### src/rtl/quadrature_decoder.sv
// rtl/quadrature_decoder.sv - 4x quadrature decoder with glitch filter, error counting and optional velocity (QUAD_VELOCITY_EN)
module quadrature_decoder #(
  parameter int FILTER_LEN = 4,
  parameter int VEL_WINDOW = 50000
) (
  input  logic               CLK,
  input  logic               reset,
  input  logic               enc_a,
  input  logic               enc_b,
  input  logic               zero_pos,
  input  logic               clear_err,
  output logic signed [23:0] position,
  output logic               err_flag,
  output logic [7:0]         err_count,
  output logic signed [23:0] velocity,
  output logic               velocity_valid
);

  localparam logic [3:0] FL    = 4'(FILTER_LEN);
  localparam logic [3:0] FL_M1 = 4'(FILTER_LEN - 1);

  // Bit 1 carries channel A, bit 0 carries channel B throughout.
  logic [1:0]      sync1, sync2;
  logic [1:0]      last;
  logic [1:0][3:0] cnt;
  logic [1:0]      filt;
  logic [1:0]      fvalid;
  logic [1:0]      prev;
  logic            init;
  logic [1:0]      diff;
  logic            step_fwd, step_rev, illegal;

  // Gray-coded phase to a 0..3 index along the forward sequence 00,01,11,10.
  function automatic logic [1:0] gray_to_bin(input logic [1:0] g);
    return {g[1], g[1] ^ g[0]};
  endfunction

  // Two-flop synchronisers for the asynchronous encoder lines.
  always_ff @(posedge CLK or posedge reset) begin
    if (reset) begin
      sync1 <= 2'b00;
      sync2 <= 2'b00;
    end else begin
      sync1 <= {enc_a, enc_b};
      sync2 <= sync1;
    end
  end

  // Per-channel stability filter: any change restarts the run, a long enough run is accepted.
  always_ff @(posedge CLK or posedge reset) begin
    if (reset) begin
      last   <= 2'b00;
      cnt    <= '0;
      filt   <= 2'b00;
      fvalid <= 2'b00;
    end else begin
      for (int i = 0; i < 2; i++) begin
        last[i] <= sync2[i];
        if (sync2[i] != last[i]) begin
          cnt[i] <= 4'd0;
        end else begin
          if (cnt[i] != FL) cnt[i] <= cnt[i] + 4'd1;
          if (cnt[i] == FL_M1) begin
            filt[i]   <= sync2[i];
            fvalid[i] <= 1'b1;
          end
        end
      end
    end
  end

  // Classify the move from prev to the current filtered pair; nothing decodes until prev is loaded.
  always_comb begin
    diff     = gray_to_bin(filt) - gray_to_bin(prev);
    step_fwd = 1'b0;
    step_rev = 1'b0;
    illegal  = 1'b0;
    if (!init) begin
      case (diff)
        2'd1:    step_fwd = 1'b1;
        2'd3:    step_rev = 1'b1;
        2'd2:    illegal  = 1'b1;
        default: ;
      endcase
    end
  end

  // prev tracks the filtered pair; the first pair after reset only seeds it.
  always_ff @(posedge CLK or posedge reset) begin
    if (reset) begin
      prev <= 2'b00;
      init <= 1'b1;
    end else if (fvalid == 2'b11) begin
      prev <= filt;
      init <= 1'b0;
    end
  end

  // Wrapping position counter; zero_pos overrides a coincident step.
  always_ff @(posedge CLK or posedge reset) begin
    if (reset) begin
      position <= 24'sd0;
    end else if (zero_pos) begin
      position <= 24'sd0;
    end else if (step_fwd) begin
      position <= position + 24'sd1;
    end else if (step_rev) begin
      position <= position - 24'sd1;
    end
  end

  // Sticky error flag and saturating counter; a coincident illegal move survives the clear.
  always_ff @(posedge CLK or posedge reset) begin
    if (reset) begin
      err_flag  <= 1'b0;
      err_count <= 8'd0;
    end else if (illegal) begin
      err_flag <= 1'b1;
      if (clear_err)               err_count <= 8'd1;
      else if (err_count != 8'hFF) err_count <= err_count + 8'd1;
    end else if (clear_err) begin
      err_flag  <= 1'b0;
      err_count <= 8'd0;
    end
  end

`ifdef QUAD_VELOCITY_EN
  localparam logic [23:0]        WIN_LAST = 24'(VEL_WINDOW - 1);
  localparam logic signed [24:0] ACC_MAX  = 25'sd8388607;

  logic [23:0]        win_cnt;
  logic signed [23:0] acc;
  logic signed [24:0] sum_raw;
  logic signed [23:0] sum_sat;

  // Accumulator plus this cycle's step, clamped to the symmetric signed range.
  always_comb begin
    sum_raw = {acc[23], acc};
    if (step_fwd)      sum_raw = sum_raw + 25'sd1;
    else if (step_rev) sum_raw = sum_raw - 25'sd1;
    if (sum_raw > ACC_MAX)       sum_sat = 24'sh7FFFFF;
    else if (sum_raw < -ACC_MAX) sum_sat = 24'sh800001;
    else                         sum_sat = sum_raw[23:0];
  end

  // Window counter; the last window cycle publishes the sum and restarts the accumulator.
  always_ff @(posedge CLK or posedge reset) begin
    if (reset) begin
      win_cnt        <= 24'd0;
      acc            <= 24'sd0;
      velocity       <= 24'sd0;
      velocity_valid <= 1'b0;
    end else if (win_cnt == WIN_LAST) begin
      win_cnt        <= 24'd0;
      acc            <= 24'sd0;
      velocity       <= sum_sat;
      velocity_valid <= 1'b1;
    end else begin
      win_cnt        <= win_cnt + 24'd1;
      acc            <= sum_sat;
      velocity_valid <= 1'b0;
    end
  end
`else
  // Velocity disabled: outputs tied off; the window parameter only keeps the interface identical.
  assign velocity       = 24'sd0;
  assign velocity_valid = (VEL_WINDOW < 0);
`endif

endmodule

### config.mk
export PLATFORM = sky130hd
export DESIGN_NAME = quadrature_decoder
export DESIGN_NICKNAME = d
export VERILOG_FILES = /design/src/rtl/quadrature_decoder.sv
export SDC_FILE = /design/constraint.sdc
export NUM_CORES = 1
export LEC_CHECK = 0
export ABC_AREA = 1
export BUFFER_PORTS_ARGS = -buffer_cell sky130_fd_sc_hd__buf_4
export CAP_MARGIN = 30
export CORE_MARGIN = 3
export CORE_UTILIZATION = 40
export CTS_BUF_LIST = sky130_fd_sc_hd__clkbuf_16
export DETAILED_ROUTE_END_ITERATION = 8
export PLACE_DENSITY_LB_ADDON = 0.05
export SLEW_MARGIN = 30
export SYNTH_ARGS = -nofsm -noshare
export SYNTH_HDL_FRONTEND = slang
export SYNTH_SLANG_ARGS = --single-unit
export TNS_END_PERCENT = 100
### constraint.sdc
create_clock -name CLK -period 3.4 [get_ports CLK]
set_input_delay 0.68 -clock CLK [delete_from_list [all_inputs] [get_ports CLK]]
set_output_delay 0.68 -clock CLK [all_outputs]
set_load 0.05 [all_outputs]
==> impl_metrics.json, run 1 <==
{
  "outcome": "completed",
  "routed_wl_mm": 10.2,
  "place_hpwl_mm": 7.92,
  "die_y_um": 109,
  "grt_pass1_wl_mm": 17.1,
  "synth-edff-count": 0,
  "synth_flop_cell": "dfrtp_1",
  "antenna_found_initial": 0,
  "slew_violations": 0,
  "synthXorXnorAreaFrac": 0.0144,
  "cp_slowest_cell": "dfrtp_1",
  "drt-pass1-iter-count": 4,
  "ys_ff_latch": 54,
  "hold_class": "reg -> reg",
  "cp.buffers_inverters": 3,
  "fin_crit_ns": 3.11,
  "final.setup_skew_ns": 0.00924,
  "cts_tree": "done",
  "clkTransAtPathRegs_ns": 0.07,
  "yosys-mux-area-fraction": 0,
  "postCtsSetupBuffers": 0,
  "path_delay_family": "simple AND/OR/NAND/NOR gates",
  "max_slew_margin": 0.501,
  "ant_nets": 0,
  "first_iter_violations": 145,
  "setup_tns_ns": 0,
  "synth_cells": 623,
  "grt_use_total": 0.181,
  "cts.sinks": 54,
  "grt_max_degree": 43,
  "seqCellArea_um2": 1350,
  "cts_buffer_depth": 2,
  "path_class": "reg -> reg",
  "die_area_um2": 11900,
  "multi_input_comb_area_um2": 2370,
  "ys_top_cells_by_area": "dfrtp_1 31%, nand2_1 19%, inv_1 8.4%",
  "synth_largest_area_cell": "dfrtp_1",
  "drcViolationCount": 0,
  "cts_resized": 0,
  "fin_crit_sh": 0.915,
  "gp_congestion": 0.888,
  "nets": 700,
  "crit_top_cell": "nand2_1",
  "synth.top_cell.area_share": 0.312,
  "grt_pass1_vias": 3617,
  "fillers": 1099,
  "via_per_inst": 4.75,
  "synthSimpleGateAreaFrac": 0.356,
  "clk_latency_ns": 0.30,
  "port_buffers": 38,
  "num_rows": 37,
  "cts-root-buf": "clkbuf_16",
  "syn_area_um2": 4250,
  "ys_types": 38,
  "vias": 3806,
  "ys_seq_area_frac": 0.318,
  "core-area_um2": 10300,
  "crit_arrival_ns": 3.29,
  "path_cells": "xor2_1, ha_1, nor2_2, nand3_1, buf_4, inv_1, fa_1, inv_1, nand3_1, nand3_1, nand2_1, nand2_1, nand2_1, nand2_1, nand2_1, nand2_1, o21ai_1",
  "required_ns": 3.58,
  "endpoint_kind": "register",
  "synthToLayoutAreaGrowth_pct": 11.8,
  "yosysWarnings": 0,
  "synth_fa_ha_area_frac": 0.0871,
  "max_freq_mhz": 321,
  "setup-violations-final": 0,
  "syn_area_per_cell_um2": 6.82,
  "hold_violations": 0,
  "async_flop_share": 1.00,
  "wl_per_cell_um": 12.8,
  "die_w_um": 109,
  "grt_setup_unrepaired": "no",
  "cts_buffers": 5,
  "drive_above_1_share": 0.120,
  "ios": 64,
  "diodes": 0,
  "cap_violations": 0,
  "whs_ns": 0.352,
  "htree_num_levels": 2,
  "worstMarginPinSlew_ns": 0.748,
  "cts_hold_buf": 0,
  "crit_fanout": 24,
  "synth_compound_area_frac": 0.0774,
  "synth_top_family_by_area": "simple AND/OR/NAND/NOR gates",
  "grt_overflow": 0,
  "cp_slowest_stage_delay_ns": 0.44,
  "start_util": 0.412,
  "cp-start-kind": "register"
}
==> synth_stat cells (2+ instances only) <==
cell type	instances
buf_2	3
a32o_1	2
inv_2	2
nor2_1	34
nand2_1	218
or2_2	3
dfrtp_1	53
o21ai_1	4
nand2_2	6
ha_1	28
o21a_1	2
nand3_1	53
buf_4	25
o211ai_1	2
o21bai_1	2
nor3_1	2
nand3_2	2
o21ai_0	19
xor2_1	4
nor2_2	7
nand4_1	11
a21oi_1	21
o21ai_2	5
xnor2_1	3
inv_1	95
and2_1	2
nand3b_1	4
==> flip-flops by register name, summed over array words and instances (netlist names) <==
signal	cells
err_count	8
last	2
sync2	2
position	24
fvalid	2
filt	2
prev	2
sync1	2
cnt	8
err_flag	1
init	1
==> layout make-up <==
cell class | count | area share
multi-input cells | 464 | 0.498
flip-flops and latches | 54 | 0.284
inverters | 99 | 0.0821
repair buffers | 41 | 0.0647
well taps | 136 | 0.0358
clock buffers | 5 | 0.0263
clock inverters | 3 | 0.00895
==> worst reg2reg max path, cell delays in order (launching register included) <==
cell and delay [ns]:
dfrtp_1 0.44, xor2_1 0.18, ha_1 0.35, nor2_2 0.07
nand3_1 0.08, buf_4 0.31, inv_1 0.11, fa_1 0.37
inv_1 0.17, nand3_1 0.09, nand3_1 0.24, nand2_1 0.09
nand2_1 0.15, nand2_1 0.07, nand2_1 0.07, nand2_1 0.08
nand2_1 0.07, o21ai_1 0.06
==> cell families (layout without fill, tap and decap cells) <==
kind of cell | after synthesis | in the layout
buffers and inverters | 129 | 148
AND/OR/NAND/NOR | 346 | 346
XOR/XNOR | 7 | 7
adder cells (fa/ha/maj) | 29 | 29
other | 1 | 25
AO/OA/AOI/OAI | 57 | 57
flip-flops | 54 | 54
==> through the flow <==
stage / setup WS (ns) / std cells / instance area [um2] / util
after floorplan: 0.361 / 647 / 4340 / -
after global placement: 0.375 / 794 / 4590 / 0.444
after detailed placement: 0.327 / 794 / 4590 / 0.444
after CTS: 0.302 / 802 / 4750 / 0.460
after global routing: 0.0400 / 802 / 4750 / 0.461
final: 0.288 / 802 / 4750 / 0.461
==> worst paths after layout <==
path / start / endpoint / slack (ns) / depth (start not counted)
worst max register to register: prev[1]$_DFFE_PP0N_ / position[12]$_DFFE_PP0P_ / 0.29 / 17
min in group asynchronous: reset / err_count[0]$_DFFE_PP0P_ / 0.49 / 2
worst min register to register: sync1[0]$_DFF_PP0_ / sync2[0]$_DFF_PP0_ / 0.35 / 0
worst max-delay path: prev[1]$_DFFE_PP0N_ / position[12]$_DFFE_PP0P_ / 0.29 / 17
worst min-delay path: sync1[0]$_DFF_PP0_ / sync2[0]$_DFF_PP0_ / 0.35 / 0
max in group asynchronous: reset / position[10]$_DFFE_PP0P_ / 2.26 / 3
==> routing by layer <==
metal / GRT usage / vias up / routed length (um) / part of all wire
li1: - / 1997 / - / -
met1: 0.240 / 1731 / 4840 / 0.47
met2: 0.312 / 67 / 4900 / 0.48
met3: 0.0231 / 11 / 345 / 0.034
met4: 0.0424 / 0 / 157 / 0.015
met5: 0 / - / 0 / 0
==> layout by cell type (no fill, tap or decap), drive strengths merged <==
master / instances
a21oi: 21
a32o: 2
and2: 2
buf: 41
bufinv: 1
clkbuf: 5
clkinv: 4
conb: 25
dfrtp: 53
dfstp: 1
fa: 1
ha: 28
inv: 97
nand2: 226
nand3: 55
nand3b: 4
nand4: 12
nor2: 41
nor3: 2
o211ai: 2
o21a: 2
o21ai: 28
o21bai: 2
or2: 4
xnor2: 3
xor2: 4
Power of run 1 is not shown: default switching activity piles up to over one toggle a cycle in this logic, so the estimate is an artifact.
==> inputs of run 2 (changes only) <==
Clock period 3.4 ns to 3.9 ns, I/O delays scaled along.
==> impl_metrics.json, run 2 (same netlist as run 1, synthesis figures left out) <==
{
  "outcome": "completed",
  "htree_num_levels": 2,
  "cp_slowest_stage_delay_ns": 0.44,
  "grt_overflow": 0,
  "path_cells": "xor2_1, ha_1, nor2_2, nand3_1, buf_4, inv_1, fa_1, inv_1, nand3_1, nand3_1, nand2_1, nand2_1, nand3b_1, nand2_1, nand2_1, nand3_1, nand2_1",
  "use_met2": 0.308,
  "grt_setup_unrepaired": "no",
  "clk_latency_ns": 0.30,
  "grt_pass1_wl_mm": 17.0,
  "crit_top_cell": "nand2_1",
  "final_util": 0.460,
  "wl_per_cell_um": 12.6,
  "vias": 3808,
  "busiest_layer": "met2",
  "start_util": 0.412,
  "core-area_um2": 10300,
  "synthToLayoutAreaGrowth_pct": 11.8,
  "max_freq_mhz": 329,
  "hold_class": "reg -> reg",
  "cap_violations": 0,
  "top_register": "position",
  "cts_buffer_depth": 2,
  "fin_crit_sh": 0.780,
  "diodes": 0,
  "cts.sinks": 54,
  "layout_common_cells": "218 x nand2_1, 95 x inv_1, 53 x nand3_1, 53 x dfrtp_1, 41 x buf_4",
  "crit_fanout": 24,
  "r2r_slack_ns": 0.86,
  "multi_input_comb_area_um2": 2370,
  "max_slew_margin": 0.497,
  "cts_buffers": 5,
  "grt_pass1_vias": 3615,
  "clkTransAtPathRegs_ns": 0.08,
  "routed_wl_mm": 10.1,
  "first_iter_violations": 142,
  "required_ns": 4.09,
  "top_regs": "position (24), cnt (8), err_count (8)",
  "grt_use_total": 0.180,
  "antenna_found_initial": 0,
  "slew_violations": 0,
  "die_y_um": 109,
  "via_per_inst": 4.75,
  "die_area_um2": 11900,
  "setup-violations-final": 0,
  "grt_max_degree": 35,
  "gp_congestion": 0.888,
  "drcViolationCount": 0,
  "critPathLaunch": "prev[1]$_DFFE_PP0N_",
  "path_class": "reg -> reg",
  "cts_resized": 0,
  "final_common_cell": "nand2_1",
  "hold_violations": 0,
  "place_hpwl_mm": 7.66,
  "worstMarginPinSlew_ns": 0.754,
  "ant_nets": 0,
  "ios": 64,
  "seqCellArea_um2": 1350,
  "crit_arrival_ns": 3.23,
  "setup_tns_ns": 0,
  "fin_crit_ns": 3.04,
  "port_buffers": 38,
  "cts-root-buf": "clkbuf_16",
  "hp-start": "sync1[1]$_DFF_PP0_",
  "rr_startpoint": "prev[1]$_DFFE_PP0N_",
  "fillers": 1091,
  "cp_slowest_cell": "dfrtp_1",
  "nets": 700,
  "cts_tree": "done",
  "cp-start-kind": "register",
  "endpoint_kind": "register",
  "cts_hold_buf": 0,
  "gr-usage-met1": 0.239,
  "drt-pass1-iter-count": 4,
  "grtUsageMet3": 0.0284,
  "largest_reg_flops": 24,
  "final.setup_skew_ns": 0.00384,
  "drive_above_1_share": 0.120,
  "postCtsSetupBuffers": 0,
  "die_w_um": 109,
  "num_rows": 37
}
run 2: cell types whose count changed in the layout (fill, tap and decap cells not counted), sizes merged:
cell and delta:
inv +1, clkinv -1
run 2: layout make-up:
cell class / count / area share
clock buffer: 5 / 0.0263
sequential: 54 / 0.285
timing repair buffer: 41 / 0.0648
tap: 136 / 0.0358
clock inverter: 3 / 0.00895
multi-input combinational: 464 / 0.498
inverter: 99 / 0.0819
run 2: critical path, delay by kind of cell (launching register included):
family                   cells  cell delay (ns)
AND/OR/NAND/NOR             11             1.06
buffers and inverters        3             0.55
flip-flops                   1             0.44
adder cells (fa/ha/maj)      2             0.70
XOR/XNOR                     1             0.18
run 2: path summary, 6_finish.rpt:
check / endpoint / cells after the start
max: position[16]$_DFFE_PP0P_ / 17
min: sync2[1]$_DFF_PP0_ / 0
max reg2reg: position[16]$_DFFE_PP0P_ / 17
min reg2reg: sync2[1]$_DFF_PP0_ / 0
max in group asynchronous: init$_DFFE_PP1N_ / 3
min in group asynchronous: position[19]$_DFFE_PP0P_ / 2
run 2: per-stage QoR:
stage / cell area, um2 / hold slack, ns / cells / worst slack (ns)
2_1_floorplan: 4340 / 0.331 / 647 / 0.861
3_3_place_gp: 4590 / 0.337 / 794 / 0.879
6_report: 4750 / 0.356 / 802 / 0.857
5_1_grt: 4750 / 0.360 / 802 / 0.540
3_5_place_dp: 4590 / 0.341 / 794 / 0.842
4_1_cts: 4750 / 0.359 / 802 / 0.843
run 2: routing by layer:
layer,part of all wire,up-vias
met5,0,-
met4,0.010,0
met3,0.042,9
met2,0.48,68
met1,0.47,1742
li1,-,1989
Power of run 2 is left out for the same reason.
